**src/rtl/rf_access_ctrl.sv**
```systemverilog
// Operand-fetch / write-back sequencer in front of the register file.
// Runs four-phase level handshakes (re/rack, we/wack), gives write-back
// priority over operand fetch, and flags a sticky error when an ack phase
// stalls for ACK_TIMEOUT cycles.
//
// state  | meaning
// -------+-----------------------------------------------------------
// IDLE   | ready for a write-back or an operand fetch
// WR_REQ | rf_we high, waiting for rf_wack to rise
// WR_REL | rf_we low, waiting for rf_wack to fall
// RS_REQ | rf_re high on rs, waiting for rf_rack to rise (captures op_rs)
// RS_REL | rf_re low, waiting for rf_rack to fall
// RT_REQ | rf_re high on rt, waiting for rf_rack to rise (captures op_rt)
// RT_REL | rf_re low, waiting for rf_rack to fall
// HOLD   | operands presented on op_valid until the consumer takes them
module rf_access_ctrl #(
  parameter int REG_SZ      = 32,
  parameter int ACK_TIMEOUT = 16
) (
  input  logic              clk,
  input  logic              rst,
  input  logic              issue_valid,
  output logic              issue_ready,
  input  logic [4:0]        rs_idx,
  input  logic [4:0]        rt_idx,
  input  logic              need_rs,
  input  logic              need_rt,
  output logic              op_valid,
  input  logic              op_ready,
  output logic [REG_SZ-1:0] op_rs,
  output logic [REG_SZ-1:0] op_rt,
  input  logic              wb_valid,
  output logic              wb_ready,
  input  logic [4:0]        wb_idx,
  input  logic [REG_SZ-1:0] wb_data,
  output logic [4:0]        rf_r_idx,
  output logic              rf_re,
  input  logic              rf_rack,
  input  logic [REG_SZ-1:0] rf_dout,
  output logic [4:0]        rf_w_idx,
  output logic              rf_we,
  input  logic              rf_wack,
  output logic [REG_SZ-1:0] rf_din,
  output logic              err
);

  localparam int CNT_W = $clog2(ACK_TIMEOUT);
  localparam logic [CNT_W-1:0] TMO_LAST = CNT_W'(ACK_TIMEOUT - 1);

  typedef enum logic [2:0] {
    IDLE, WR_REQ, WR_REL, RS_REQ, RS_REL, RT_REQ, RT_REL, HOLD
  } state_t;

  state_t             state, state_nx;
  logic [CNT_W-1:0]   tmo_cnt;
  logic               waiting;
  logic               timeout;
  logic               need_rt_q;
  logic [4:0]         rs_q, rt_q;
  logic [4:0]         w_idx_q;
  logic [REG_SZ-1:0]  w_data_q;

  assign rf_w_idx = w_idx_q;
  assign rf_din   = w_data_q;
  assign rf_r_idx = (state == RT_REQ || state == RT_REL) ? rt_q : rs_q;

  // Next-state and handshake outputs; a stalled phase falls back to IDLE.
  always_comb begin
    state_nx    = state;
    issue_ready = 1'b0;
    wb_ready    = 1'b0;
    rf_re       = 1'b0;
    rf_we       = 1'b0;
    op_valid    = 1'b0;
    waiting     = 1'b0;
    case (state)
      IDLE: begin
        wb_ready    = 1'b1;
        issue_ready = !wb_valid;
        if (wb_valid) begin
          // r0 is hardwired zero in the regfile, so its write is simply dropped
          if (wb_idx != 5'd0) state_nx = WR_REQ;
        end else if (issue_valid) begin
          state_nx = need_rs ? RS_REQ : (need_rt ? RT_REQ : HOLD);
        end
      end
      WR_REQ: begin
        rf_we   = 1'b1;
        waiting = 1'b1;
        if (rf_wack) state_nx = WR_REL;
      end
      WR_REL: begin
        waiting = 1'b1;
        if (!rf_wack) state_nx = IDLE;
      end
      RS_REQ: begin
        rf_re   = 1'b1;
        waiting = 1'b1;
        if (rf_rack) state_nx = RS_REL;
      end
      RS_REL: begin
        waiting = 1'b1;
        if (!rf_rack) state_nx = need_rt_q ? RT_REQ : HOLD;
      end
      RT_REQ: begin
        rf_re   = 1'b1;
        waiting = 1'b1;
        if (rf_rack) state_nx = RT_REL;
      end
      RT_REL: begin
        waiting = 1'b1;
        if (!rf_rack) state_nx = HOLD;
      end
      HOLD: begin
        op_valid = 1'b1;
        if (op_ready) state_nx = IDLE;
      end
      default: state_nx = IDLE;
    endcase
    timeout = waiting && (state_nx == state) && (tmo_cnt == TMO_LAST);
    if (timeout) state_nx = IDLE;
  end

  // State register, per-phase timeout counter and sticky error.
  always_ff @(posedge clk) begin
    if (rst) begin
      state   <= IDLE;
      tmo_cnt <= '0;
      err     <= 1'b0;
    end else begin
      state <= state_nx;
      if (state_nx != state) tmo_cnt <= '0;
      else if (waiting)      tmo_cnt <= tmo_cnt + 1'b1;
      if (timeout) err <= 1'b1;
    end
  end

  // Request capture at accept; write-back index/data held until the next write.
  always_ff @(posedge clk) begin
    if (rst) begin
      w_idx_q   <= '0;
      w_data_q  <= '0;
      rs_q      <= '0;
      rt_q      <= '0;
      need_rt_q <= 1'b0;
    end else if (state == IDLE) begin
      if (wb_valid) begin
        w_idx_q  <= wb_idx;
        w_data_q <= wb_data;
      end else if (issue_valid) begin
        rs_q      <= rs_idx;
        rt_q      <= rt_idx;
        need_rt_q <= need_rt;
      end
    end
  end

  // Operand registers: zeroed on accept so unfetched operands read as zero.
  always_ff @(posedge clk) begin
    if (rst) begin
      op_rs <= '0;
      op_rt <= '0;
    end else begin
      if (state == IDLE && !wb_valid && issue_valid) begin
        op_rs <= '0;
        op_rt <= '0;
      end
      if (state == RS_REQ && rf_rack) op_rs <= rf_dout;
      if (state == RT_REQ && rf_rack) op_rt <= rf_dout;
    end
  end

endmodule
```
**config.mk**
```make
export PLATFORM = sky130hd
export DESIGN_NAME = rf_access_ctrl
export DESIGN_NICKNAME = d
export VERILOG_FILES = /design/src/rtl/rf_access_ctrl.sv
export SDC_FILE = /design/constraint.sdc
export NUM_CORES = 1
export LEC_CHECK = 0
export BUFFER_PORTS_ARGS = -buffer_cell sky130_fd_sc_hd__buf_2
export CORE_ASPECT_RATIO = 0.6
export CORE_MARGIN = 3
export CORE_UTILIZATION = 44
export CTS_BUF_LIST = sky130_fd_sc_hd__clkbuf_4
export CTS_CLUSTER_DIAMETER = 80
export DETAILED_ROUTE_END_ITERATION = 6
export PLACE_DENSITY = 0.8
export SETUP_SLACK_MARGIN = 0.1
export SLEW_MARGIN = 20
export SYNTH_ARGS = -nofsm -noshare
export SYNTH_HDL_FRONTEND = slang
export SYNTH_SLANG_ARGS = --single-unit
```
**constraint.sdc**
```tcl
create_clock -name clk -period 1.8 [get_ports clk]
set_input_delay 0.09 -clock clk [delete_from_list [all_inputs] [get_ports clk]]
set_output_delay 0.09 -clock clk [all_outputs]
set_load 0.005 [all_outputs]
```
==> results.sh, run 1 <==
export IMPL_clock_latency_ps=540
export IMPL_status="finished, violations left"
export IMPL_clock_sink_count=120
export IMPL_drv_cap=0
export IMPL_cts_htree_levels=4
export IMPL_syn_cell_area_sq_um=4706
export IMPL_synth_main_ff_cell="dfxtp_1"
export IMPL_synth_cell_types=48
export IMPL_drt_total_wl_mm=24.41
export IMPL_setup_viol=88
export IMPL_dp_hpwl_mm=10.27
export IMPL_firstDrtPassIters=7
export IMPL_yosys_warnings=0
export IMPL_grt_use_total_pct=32.40
export IMPL_yosysTopAreaCell="dfxtp_1"
export IMPL_fmax_mhz=492.2
export IMPL_synth_top_cell_area_share_pct=51.05
export IMPL_syn_inst=592
export IMPL_areaGrowthSynthToFinish_pct=94.15
export IMPL_violations="DRC, setup timing"
export IMPL_fin_tns_setup_ps=-7952
export IMPL_ys_ff_latch=120
export IMPL_grt_pass1_wl_mm=30.74
export IMPL_cts_root_buf="clkbuf_4"
export IMPL_viasPerCell=5.918
export IMPL_gp_congestion=0.9686
export IMPL_min_period_ps=2032
export IMPL_core_area_sq_um=10120
export IMPL_cts_max_path_buffers=2
export IMPL_p_leak_uw=0.003879
export IMPL_die_w_microns=139.5
export IMPL_synthArstFlopShare_pct=0
export IMPL_p_total_uw=11270
export IMPL_synth_commonest_cells="nand2_1 (169), dfxtp_1 (120), a21oi_1 (114)"
export IMPL_cts_tree="yes"
export IMPL_slew_viol_final=0
export IMPL_start_util_pct=46.48
export IMPL_ir_drop_mv=0.7875
export IMPL_crit_fanout=11
export IMPL_dieArea_sq_um=12010
export IMPL_required_ps=2210
export IMPL_final_cell_count_no_fill=1070
export IMPL_cp_arrival_ps=2440
export IMPL_wl_per_cell_microns=22.81
export IMPL_rsz0062_at_grt="true"
export IMPL_dp_cells=900
export IMPL_io_pins=200
export IMPL_utilization_pct=90.24
export IMPL_nNetsFinal=1012
export IMPL_endpoint_kind="flop"
export IMPL_synth_edf_count=0
export IMPL_port_buffers=199
export IMPL_hold_violations=0
export IMPL_clock_skew_ps=23.62
export IMPL_yosysSeqAreaShare_pct=51.05
export IMPL_syn_avg_cell_area_sq_um=7.949
export IMPL_setup_slack_ps=-231.8
export IMPL_period_share_pct=112.9
export IMPL_drc=1
export IMPL_rows=28
export IMPL_cts_reportedPaths_clkPinSlew_ps=130
export IMPL_antenna_found_initial=0
export IMPL_dieHeight_microns=86.11
export IMPL_synth_nets=681
export IMPL_dr_total_vias=6332
export IMPL_grt_pass1_vias=5998
export IMPL_drive_gt1_share_pct=54.22
export IMPL_synth_most_common_cell="nand2_1"
export IMPL_p_per_area_nw_per_um2=1233
export IMPL_path_class="flop to flop"
export IMPL_slew_headroom_pct=58.25
export IMPL_detail_route_antenna_nets=0
export IMPL_hp_class="input pin to flop"
export IMPL_numCtsBuffers=17
export IMPL_tightest_slew_ps=621.5
export IMPL_ys_top_cells_by_area="dfxtp_1 (51%), nand2_1 (13%), a21oi_1 (12%)"
export IMPL_startpoint_type="flop"
export IMPL_diodes=0
export IMPL_drt_iter0_drc=455
export IMPL_gr_total_overflow=0
export IMPL_grt_max_degree=48
[cells in the final DEF (no fill, tap or decap), drive strengths merged, types with 2 or more instances in the layout]
cell type	count
a2111oi	3
a21oi	114
and2	2
and3	2
buf	268
bufinv	4
clkbuf	29
clkinv	8
dfxtp	120
dlygate4sd3	81
inv	2
mux2	5
mux2i	4
nand2	169
nand2b	3
nand3	66
nand4	3
nor2	8
nor2b	3
nor3	3
nor4	4
o21a	2
o21ai	5
o311ai	2
o31ai	2
or2	3
xor2	3
[power by group]
group / switching, uW / internal, uW
Sequential: 289 / 2990
Combinational: 2960 / 2830
Clock: 1090 / 1100
[logic make-up (layout without fill, tap and decap cells)]
kind of cell / Yosys count / after routing / share of synthesized area, %
AND/OR/NAND/NOR: 269 / 270 / 24.81
AO/OA/AOI/OAI: 138 / 138 / 16.62
flip-flops: 120 / 120 / 51.05
buffers and inverters: 51 / 393 / 4.467
multiplexers: 9 / 9 / 2.047
XOR/XNOR: 4 / 4 / 0.7446
adder cells (fa/ha/maj): 1 / 1 / 0.2658
[flip-flops by register name (all words and copies together) (netlist names)]
register and flops:
rs_q 5, op_rt 32, err 1, rt_q 5
tmo_cnt 4, rf_w_idx 5, rf_din 32, op_rs 32
need_rt_q 1, state 3
[area by class of cell]
| type | count | area (sq um) |
|---|---|---|
| clock buffers | 19 | 142.6 |
| clock inverters | 12 | 157.7 |
| fillers | 420 | 988.4 |
| inverters | 3 | 16.27 |
| multi-input cells | 422 | 3219 |
| flip-flops and latches | 120 | 2414 |
| well taps | 135 | 168.9 |
| repair buffers | 359 | 3018 |
[what timing repair did]
item / in CTS / in global routing
hold buffers: 81 / 0
buffers inserted: 18 / 22
gates cloned: 12 / 15
setup endpoints to repair: 127 / 130
endpoints found under the hold margin: 113 / 0
resized for setup: 132 / 194
pin swaps: 56 / 104
[per-stage QoR]
| stage | cell area [sq um] | worst slack (ps) | hold slack, ps |
|---|---|---|---|
| final | 9136 | -231.8 | 38.63 |
| after global placement | 5921 | 36.31 | 330.0 |
| after detailed placement | 5921 | -90.30 | 336.9 |
| after global routing | 9136 | -279.5 | 35.13 |
| after CTS | 8000 | -190.9 | 18.90 |
| after floorplan | 4706 | 148.0 | 211.1 |
[critical path, cell delays in order, from the launching register on]
cell and delay, ps:
dfxtp_4 470, or3_4 210, clkinv_4 70, nand4b_1 120, o311ai_2 130, buf_4 160
o31a_1 370, a2111oi_4 390
[worst paths after layout]
path | cells past startpoint | from | endpoint | slack (ps)
worst max-delay path | 7 | state[2] | state[0] | -230
worst max register to register | 7 | state[2] | state[0] | -230
worst min register to register | 2 | op_rs[30] | op_rs[30] | 470
worst min-delay path | 2 | rst | rf_din[7] | 40
[per-layer routing]
| layer | share of wire [%] | GRT usage, % | routed length, microns | up-vias |
|---|---|---|---|---|
| met5 | 0 | 0 | 0 | - |
| met2 | 48 | 56.00 | 11710 | 508 |
| met1 | 36 | 37.09 | 8869 | 3013 |
| met4 | 4.8 | 16.52 | 1170 | 0 |
| li1 | - | - | - | 2699 |
| met3 | 11 | 9.248 | 2653 | 112 |
Note: power is estimated with default switching activity, not from simulation.
==> run 2, diff against run 1 <==
--- a/config.mk
+++ b/config.mk
@@ -14,6 +14,7 @@
 export DETAILED_ROUTE_END_ITERATION = 6
 export PLACE_DENSITY = 0.8
 export SETUP_SLACK_MARGIN = 0.1
+export SKIP_LAST_GASP = 1
 export SLEW_MARGIN = 20
 export SYNTH_ARGS = -nofsm -noshare
 export SYNTH_HDL_FRONTEND = slang
==> results.sh, run 2 (synthesized netlist as in run 1, its figures left out) <==
export IMPL_status="finished, violations left"
export IMPL_violations="setup timing"
export IMPL_dr_total_vias=6090
export IMPL_setup_viol=80
export IMPL_required_ps=2180
export IMPL_cts_reportedPaths_clkPinSlew_ps=130
export IMPL_cts_htree_levels=4
export IMPL_pwr_share_comb_pct=48.5
export IMPL_rows=28
export IMPL_areaGrowthSynthToFinish_pct=80.38
export IMPL_drt_iter0_drc=502
export IMPL_io_pins=200
export IMPL_port_buffers=199
export IMPL_endpoint_kind="flop"
export IMPL_nFillCells=533
export IMPL_dpl_cell_area_sq_um=5921
export IMPL_antenna_found_initial=1
export IMPL_min_period_ps=1927
export IMPL_wl_per_cell_microns=21.27
export IMPL_hold_slack_ps=98.40
export IMPL_start_util_pct=46.48
export IMPL_final_cell_count_no_fill=1054
export IMPL_fin_tns_setup_ps=-4244
export IMPL_core_area_sq_um=10120
export IMPL_swShare_pct=37.45
export IMPL_seqPwrFrac_pct=31.0
export IMPL_die_w_microns=139.5
export IMPL_firstDrtPassIters=7
export IMPL_numCtsBuffers=17
export IMPL_clock_sink_count=120
export IMPL_dp_hpwl_mm=10.27
export IMPL_layout_common_cells="buf_2 (192), nand2_1 (137), dfxtp_1 (117), dlygate4sd3_1 (81), a21oi_1 (61)"
export IMPL_nNetsFinal=994
export IMPL_gr_total_overflow=0
export IMPL_crit_chain="buf_4, nand4_1, o31ai_4, buf_4, a21oi_2, nand4_1, nor4_2"
export IMPL_hp_class="input pin to flop"
export IMPL_slew_headroom_pct=56.24
export IMPL_tightest_slew_ps=656.3
export IMPL_gp_congestion=0.9686
export IMPL_slew_viol_final=0
export IMPL_grt_pass1_wl_mm=30.64
export IMPL_crit_fanout=11
export IMPL_drc=0
export IMPL_dp_cells=900
export IMPL_cts_root_buf="clkbuf_4"
export IMPL_period_share_pct=107.0
export IMPL_clock_power_share_pct=20.5
export IMPL_rsz0062_at_grt="true"
export IMPL_detail_route_antenna_nets=0
export IMPL_grt_max_degree=48
export IMPL_grt_use_total_pct=32.41
export IMPL_cts_tree="yes"
export IMPL_drt_total_wl_mm=22.42
export IMPL_dp_worst_setup_slack_ps=-90.30
export IMPL_clock_latency_ps=510
export IMPL_p_leak_uw=0.003627
export IMPL_ir_drop_mv=0.8538
export IMPL_setup_slack_ps=-126.7
export IMPL_fmax_mhz=519.0
export IMPL_cp_slowest_cell="dfxtp_4"
export IMPL_p_per_area_nw_per_um2=1232
export IMPL_final_cell_area_sq_um=8488
export IMPL_cp_arrival_ps=2310
export IMPL_dieArea_sq_um=12010
export IMPL_final_common_cell="buf_2"
export IMPL_viasPerCell=5.778
export IMPL_dieHeight_microns=86.11
export IMPL_path_class="flop to flop"
export IMPL_hold_violations=0
export IMPL_p_switching_uw=3916
export IMPL_drv_cap=0
export IMPL_grt_pass1_vias=5941
export IMPL_clock_skew_ps=27.07
export IMPL_drive_gt1_share_pct=47.44
export IMPL_startpoint_type="flop"
export IMPL_intPower_uw=6540
export IMPL_cts_max_path_buffers=2
export IMPL_slowest_delay_ps=420
-- run 2: cell types whose count changed in the layout (fill, tap and decap cells not counted), moves of 3 or more --
cell       before  now
clkbuf_16      10    6
a21oi_1        49   61
buf_6          32   21
nand2_1       126  137
nand2_2        10   13
nand3_2        44   29
nand2_4        33   19
nand3_4        15    0
a21oi_2        64   53
nand3_1         7   37
-- run 2: power by group through the flow --
stage	clock network, uW	logic, uW	registers, uW
floorplan	0	1530	3200
global placement	0	2490	3200
detailed placement	0	2600	3220
CTS	2120	4150	3190
global route	2260	5300	3270
finish	2140	5070	3240
-- run 2: worst max-delay path, delay by kind of cell, from the launching register on --
kind	cells	cell delay (ps)
AO/OA/AOI/OAI	2	230
buffers and inverters	2	350
flip-flops	1	420
AND/OR/NAND/NOR	3	800
-- run 2: final timing paths --
check / start / to / slack, ps / cells past startpoint
worst min register to register: op_rt[6] / op_rt[6] / 470 / 2
worst max-delay path: state[2] / tmo_cnt[3] / -130 / 7
worst max register to register: state[2] / tmo_cnt[3] / -130 / 7
worst min-delay path: rst / rf_din[7] / 100 / 2
-- run 2: final cells by class --
class | instances | area (sq um) | share of cell area (%)
repair buffers | 341 | 2799 | 32.97
multi-input cells | 422 | 2785 | 32.81
flip-flops and latches | 120 | 2414 | 28.43
well taps | 135 | 168.9 | 1.990
clock inverters | 12 | 157.7 | 1.857
clock buffers | 19 | 142.6 | 1.680
inverters | 3 | 16.27 | 0.1916
diodes | 2 | 5.005 | 0.05896
-- run 2: layer usage --
| metal | global-route usage (%) | vias up | share of wire, % |
|---|---|---|---|
| li1 | - | 2647 | - |
| met5 | 0 | - | 0 |
| met1 | 37.28 | 2854 | 37 |
| met2 | 55.65 | 479 | 47 |
| met4 | 16.07 | 0 | 5.3 |
| met3 | 9.694 | 110 | 11 |
-- run 2: through the flow --
stage	util (%)	power (uW)
2_1_floorplan	-	4733
3_3_place_gp	58.48	5692
3_5_place_dp	58.48	5818
4_1_cts	78.34	9457
5_1_grt	83.81	10830
6_report	83.84	10460
-- run 2: repair_timing --
action	in CTS	in global routing
endpoints found under the setup margin	127	130
hold buffers	81	0
pin swaps	45	36
buffers inserted	18	5
endpoints found under the hold margin	113	0
resized for setup	115	98
gates cloned	12	9
